===== src/rtl/fetch_stage.sv =====
// Instruction fetch stage. Keeps at most one memory request in flight and feeds the IF/ID register.
// A one-entry skid buffer holds a word that arrives while decode stalls; flush discards any fetch in flight.
module fetch_stage (
  input  logic        i_clk,
  input  logic        i_reset,
  input  logic [31:0] i_pc,
  output logic        o_pc_hold,
  input  logic        i_stall,
  input  logic        i_flush,
  output logic        o_imem_req,
  output logic [31:0] o_imem_addr,
  input  logic        i_imem_ready,
  input  logic        i_imem_valid,
  input  logic [31:0] i_imem_rdata,
  output logic        o_ifid_valid,
  output logic [31:0] o_ifid_instr,
  output logic [31:0] o_ifid_pc4
);

  typedef enum logic [2:0] {
    ST_BOOT  = 3'd0,
    ST_REQ   = 3'd1,
    ST_WAIT  = 3'd2,
    ST_DRAIN = 3'd3,
    ST_HOLD  = 3'd4
  } state_t;

  state_t      state, state_nxt;
  logic [31:0] fetch_pc, fetch_pc_nxt;
  logic [31:0] skid_word, skid_nxt;
  logic        ifid_valid_nxt;
  logic [31:0] ifid_instr_nxt, ifid_pc4_nxt;
  logic        pc_hold, req, flush;

  // The first cycle after reset only steps the PC to zero, so a flush there has nothing to cancel.
  assign flush = i_flush && (state != ST_BOOT);

  always_comb begin
    // NOTE: every signal written here gets a default first, so no path can leave one unassigned (no latch).
    state_nxt      = state;
    fetch_pc_nxt   = fetch_pc;
    skid_nxt       = skid_word;
    ifid_valid_nxt = o_ifid_valid;
    ifid_instr_nxt = o_ifid_instr;
    ifid_pc4_nxt   = o_ifid_pc4;
    pc_hold        = 1'b1;
    req            = 1'b0;

    if (flush) begin
      ifid_valid_nxt = 1'b0;
      ifid_instr_nxt = '0;
      pc_hold        = 1'b0;
    end

    case (state)
      ST_BOOT: begin
        pc_hold   = 1'b0;
        state_nxt = ST_REQ;
      end

      ST_REQ: begin
        if (!flush) begin
          req = 1'b1;
          if (i_imem_ready) begin
            fetch_pc_nxt = i_pc + 32'd4;
            state_nxt    = ST_WAIT;
          end
        end
      end

      ST_WAIT: begin
        if (flush) begin
          // The response still owed must be swallowed before a new request may go out.
          state_nxt = i_imem_valid ? ST_REQ : ST_DRAIN;
        end else if (i_imem_valid) begin
          if (i_stall) begin
            skid_nxt  = i_imem_rdata;
            state_nxt = ST_HOLD;
          end else begin
            ifid_valid_nxt = 1'b1;
            ifid_instr_nxt = i_imem_rdata;
            ifid_pc4_nxt   = fetch_pc;
            pc_hold        = 1'b0;
            state_nxt      = ST_REQ;
          end
        end
      end

      ST_DRAIN: begin
        if (i_imem_valid) state_nxt = ST_REQ;
      end

      ST_HOLD: begin
        if (flush) begin
          skid_nxt  = '0;
          state_nxt = ST_REQ;
        end else if (!i_stall) begin
          ifid_valid_nxt = 1'b1;
          ifid_instr_nxt = skid_word;
          ifid_pc4_nxt   = fetch_pc;
          pc_hold        = 1'b0;
          state_nxt      = ST_REQ;
        end
      end

      default: state_nxt = ST_BOOT;
    endcase
  end

  // Reset overrides everything combinationally as well, so the PC never moves while reset is held.
  assign o_pc_hold   = i_reset | pc_hold;
  assign o_imem_req  = ~i_reset & req;
  assign o_imem_addr = i_pc;

  always_ff @(posedge i_clk) begin
    // NOTE: sequential state uses non-blocking assignments so every register samples pre-edge values.
    if (i_reset) begin
      state        <= ST_BOOT;
      fetch_pc     <= '0;
      // NOTE: the skid word is a single register and is cleared so no stale word survives a reset.
      skid_word    <= '0;
      o_ifid_valid <= 1'b0;
      o_ifid_instr <= '0;
      o_ifid_pc4   <= '0;
    end else begin
      state        <= state_nxt;
      fetch_pc     <= fetch_pc_nxt;
      skid_word    <= skid_nxt;
      o_ifid_valid <= ifid_valid_nxt;
      o_ifid_instr <= ifid_instr_nxt;
      o_ifid_pc4   <= ifid_pc4_nxt;
    end
  end

endmodule

===== config.mk =====
export PLATFORM = sky130hd
export DESIGN_NAME = fetch_stage
export DESIGN_NICKNAME = d
export VERILOG_FILES = /design/src/rtl/fetch_stage.sv
export SDC_FILE = /design/constraint.sdc
export NUM_CORES = 1
export LEC_CHECK = 0
export CORE_UTILIZATION = 28
export CTS_BUF_LIST = sky130_fd_sc_hd__clkbuf_16
export CTS_CLUSTER_SIZE = 25
export DETAILED_ROUTE_END_ITERATION = 7
export GPL_TIMING_DRIVEN = 0
export PLACE_DENSITY = 0.61
export SYNTH_ARGS = -nofsm -noshare
export SYNTH_HDL_FRONTEND = slang
export SYNTH_SLANG_ARGS = --single-unit

===== constraint.sdc =====
create_clock -name i_clk -period 2 [get_ports i_clk]
set_input_delay 0.4 -clock i_clk [delete_from_list [all_inputs] [get_ports i_clk]]
set_output_delay 0.4 -clock i_clk [all_outputs]
set_load 0.02 [all_outputs]

## Word level (Yosys, flattened, before mapping)

Index checks and enable logic that the tools add are counted.

- Output and inout bits: 99
- Logic and storage cells: 73
- Bits of input ports: 70
- Bits in registers: 132

- Add/subtract/negate cells: 1
- Muxes and demuxes: 40
- Reduce and logical (&&, ||, !) cells: 8
- Bitwise operators: 4
- Equal/unequal tests: 14

Operators with widths:

| cell | count |
|---|---|
| $mux W32 | 14 |
| $pmux W32 S2 | 3 |
| $add A32 B3 Y32 const B | 1 |
| $mux W3 | 8 |
| $ne A2 B2 Y1 const B | 8 |
| $pmux W3 S5 | 1 |
| $mux W1 | 11 |
| $reduce_and A5 Y1 | 2 |
| $eq A3 B2 Y1 const B | 2 |
| $ne A3 B3 Y1 const B | 2 |
| $reduce_and A4 Y1 | 1 |
| $eq A3 B1 Y1 const B | 1 |
| $eq A3 B3 Y1 const B | 1 |
| $logic_not A3 Y1 | 1 |
| $pmux W1 S3 | 1 |
| $reduce_and A3 Y1 | 1 |
| $reduce_bool A3 Y1 | 1 |
| $mux W2 | 1 |
| $not A1 Y1 | 2 |
| $pmux W1 S2 | 1 |
| $reduce_bool A2 Y1 | 1 |
| $and A1 B1 Y1 | 1 |
| $logic_and A1 B1 Y1 | 1 |
| $or A1 B1 Y1 | 1 |

## Depth between registers and ports, before layout

- Depth after elaboration: 8
- Depth in mapped cells: 8
- Gate-level depth less buffers: 6

## Least setup slack after synthesis

No wires, ideal clock.

- Path type: input -> output
- Start: input port i_reset
- End: output port o_imem_req
- Required time: 1600 ps
- Data arrival time: 1327 ps
- Path buffers: 3
- Stages on the path: 4
- Setup slack: 273 ps
- Cells stage by stage: clkbuf_1 -> clkbuf_1 -> clkbuf_1 -> nor2_1

- Longest elaborated chain between the ends: 2

RTL lines:

| element | RTL line | text |
|---|---|---|
| from (decl) | 5 | `input logic i_reset,` |
| $not A1 Y1 | 112 | `assign o_imem_req = ~i_reset & req;` |
| $and A1 B1 Y1 | 112 |  |
| to (decl) | 10 | `output logic o_imem_req,` |

No other way between the ends.

## Worst setup path in the final report

- Start: input port i_pc[4]
- End: output port o_imem_addr[4]

RTL lines:

| element | RTL line | text |
|---|---|---|
| from (decl) | 6 | `input logic [31:0] i_pc,` |
| to (decl) | 11 | `output logic [31:0] o_imem_addr,` |

No word-level cell between the ends.

==> flow_metrics.py <==
metrics = {
    "synthesis": {
        "ys_top_cells_by_area": "dfxtp_1 45%, nand2_1 7.0%, a21oi_1 6.2%, a222oi_1 5.5%, nor2_1 4.5%",
        "synth_edf_count": 0,
        "synth.most_common_cell": "dfxtp_1",
        "synth_top_family_by_area": "simple AND/OR/NAND/NOR gates",
        "synthCells": 681,
        "ys_warn_count": 0,
        "synth_common_cells": "132 x dfxtp_1, 109 x nand2_1, 73 x a21oi_1",
        "synth_cell_types": 51,
        "avgSynthCellArea_um2": 8.62,
        "ys.flop_type": "dfxtp_1",
        "synthAdderAreaFrac_pct": 0.384,
        "synth_compound_area_share_pct": 18.3,
        "ys_async_sr_fraction_pct": 0,
        "yosysTopAreaCell": "dfxtp_1",
        "ys_seq_area_share_pct": 45.0,
        "synth-simple-area-share_pct": 22.8,
        "ys_seq_elements": 132,
        "yosys.area_share.xor_xnor_pct": 4.03,
        "synth_area_um2": 5870,
        "synth_nets": 752,
        "yosysTopAreaCellShare_pct": 45.0,
        "synthMuxAreaShare_pct": 0.704,
    },
    "die": {
        "rows": 52,
        "die_x_um": 147,
        "start_util_pct": 28.8,
        "dieHeight_um": 147,
        "dieArea_um2": 21500,
        "ios": 169,
        "core_area_um2": 20400,
    },
    "detailed_routing": {
        "post_drt_wl_per_cell_um": 15.6,
        "wl_met3_um": 1330,
        "dr.pass1.iters": 6,
        "m1WireLength_um": 8240,
        "antenna_left": 0,
        "dr_total_vias": 5596,
        "vias_per_cell": 4.86,
        "drc": 0,
        "drt_iter0_drc": 385,
        "routed_wirelength_um": 18000,
        "highest_layer": "met4",
        "wl_met2_um": 8180,
    },
    "min_path": {
        "worstHoldEndpoint": "fetch_pc[2]",
        "min-delay-start": "i_pc[2]",
        "min_path_cells": 2,
        "hold_class": "input port to register",
    },
    "cts": {
        "clock_path_buffers": 2,
        "cts_tree": "built",
        "root_buffer": "clkbuf_16",
        "clock-sinks": 132,
        "clkTransAtPathRegs_ns": 0.06,
        "numCtsBuffers": 17,
        "clkLatencyLatePin_ns": 0.42,
        "htree_levels": 4,
    },
    "grt": {
        "grt_overflow_total": 0,
        "grt_use_total_pct": 16.9,
        "grt_pass1_wl_um": 28500,
        "grt_pass1_vias": 5316,
        "antenna_found_initial": 0,
        "grt_max_degree": 17,
    },
    "cells_and_area": {
        "antenna_cells": 0,
        "finish.instance_area_um2": 8540,
        "final_nets": 941,
        "final_util_pct": 41.9,
        "drive_gt1_share_pct": 16.2,
        "syn2layout_area_growth_pct": 45.5,
    },
    "sta": {
        "rsz0062_at_grt": "false",
        "hold_slack_ns": 0.331,
        "fin_crit_ns": 1.97,
        "worst_pin_slew_ns": 0.696,
        "fin_worst_skew_ns": 0.00921,
        "fmax_ghz": 0.509,
        "hold_viol_final": 0,
        "setup_viol": 0,
        "relSlewSlack_pct": 52.4,
        "finalCritPeriodShare_pct": 98.3,
        "slew_viol_final": 0,
    },
    "setup_path": {
        "cp.arrival_ns": 1.57,
        "critPathRequiredTime_ns": 1.60,
        "cp-start-kind": "input port",
        "r2r-start": "state[1]",
        "r2r_slack_ns": 0.14,
        "timing.rr.end": "o_ifid_instr[18]",
        "worstRegToRegCells": 6,
        "crit_type": "input port to primary output",
        "cp_max_fo": 6,
        "end_kind": "primary output",
    },
    "place": {
        "place_hpwl_um": 12900,
        "port_buffers": 166,
        "gp_congestion": 0.784,
        "place_area_um2": 7870,
    },
    "power_and_ir_drop": {
        "vdd.ir_drop.worst_uv": 504,
        "p_leak_nw": 3.01,
        "p_per_area_nw_per_um2": 779,
    },
    "run": {
        "max_cap_violations": 0,
    },
    "status": {
        "outcome": "completed",
    },
}
-- layout by cell type (no fill, tap or decap), types with 4 or more instances in the layout --
cell type        Yosys  final
nand4_1              6      6
nor3_2               8      7
nor2_1              71     70
nand2_1            109    109
and4_1               4      4
a211oi_2            11     11
clkdlybuf4s50_1      0    129
buf_2               22     19
nand3_1             38     38
o21bai_1             4      4
bufinv_16            0      4
a21oi_1             73     73
dfxtp_1            132    129
inv_1                6      6
dlygate4sd2_1        0     32
or3_1                4      4
a222oi_1            32     32
clkbuf_2             0      8
clkbuf_1            30     21
buf_4               33     39
a211oi_1            16     16
clkinvlp_4           0      4
xnor2_1             20     20
nor3_1               6      6
nand2b_1             4      4
xor2_1               7      7
nor4_2               4      4
clkbuf_16            0     17
-- worst max-delay path by stage --
| stage | start | to | slack, ns |
|---|---|---|---|
| after floorplan | i_reset | o_imem_req | 0.27 |
| after global placement | i_reset | o_imem_req | -0.66 |
| after detailed placement | i_reset | o_imem_req | -0.68 |
| after CTS | state[1] | o_pc_hold | -0.005 |
| after global routing | state[1] | fetch_pc[13] | 0.008 |
| final | i_pc[4] | o_imem_addr[4] | 0.03 |
-- layer usage --
layer	vias up	global-route usage (%)
li1	2758	-
met2	222	27.3
met5	-	0
met1	2598	22.1
met3	18	4.32
met4	0	4.84
-- report_power, final --
| part | switching (mW) | internal, mW | total, mW | leakage, nW |
|---|---|---|---|---|
| sequential | 0.0284 | 2.68 | 2.71 | 1.07 |
| combinational | 0.374 | 0.315 | 0.688 | 1.66 |
| clock | 1.19 | 2.07 | 3.26 | 0.289 |
-- what timing repair did --
action,in CTS,in global routing
endpoints found under the setup margin,34,94
setup buffers,0,3
endpoints found under the hold margin,0,0
pin swaps,0,2
gates cloned,0,1
resized for setup,49,26
hold buffers,0,0
-- registers in the layout (all words and copies together), names as in the netlist --
name          count
fetch_pc         32
o_ifid_instr     32
o_ifid_pc4       32
skid_word        32
state             3
o_ifid_valid      1
-- cell type report --
cell class / count / area, um2
fill: 2067 / 11800
timing repair buffer: 170 / 1650
sequential: 132 / 2650
buffer: 87 / 531
clock buffer: 17 / 425
multi-input combinational: 456 / 2740
clock inverter: 14 / 186
tap: 270 / 338
inverter: 6 / 22.5
-- cell families (layout without fill, tap and decap cells) --
| group | count (synthesis) | count (layout) |
|---|---|---|
| simple gates | 273 | 273 |
| compound gates | 150 | 150 |
| fa+ha+maj | 2 | 2 |
| mux | 4 | 4 |
| buf+inv | 93 | 294 |
| flops | 132 | 132 |
| xor+xnor | 27 | 27 |
-- critical path, cell delays in order --
cell and delay, ns:
dlygate4sd2_1 0.40, buf_4 0.17, clkdlybuf4s50_1 0.59
-- metrics by stage --
step           power, mW  setup slack, ns  setup TNS, ns  cells
2_1_floorplan       3.11            0.273              0    681
3_3_place_gp        3.46           -0.664         -36.77   1117
3_5_place_dp        3.47           -0.685         -38.91   1117
4_1_cts             6.71         -0.00503       -0.00503   1148
5_1_grt             6.89          0.00802              0   1152
6_report            6.65           0.0343              0   1152
(Power assumes the default switching activity.)
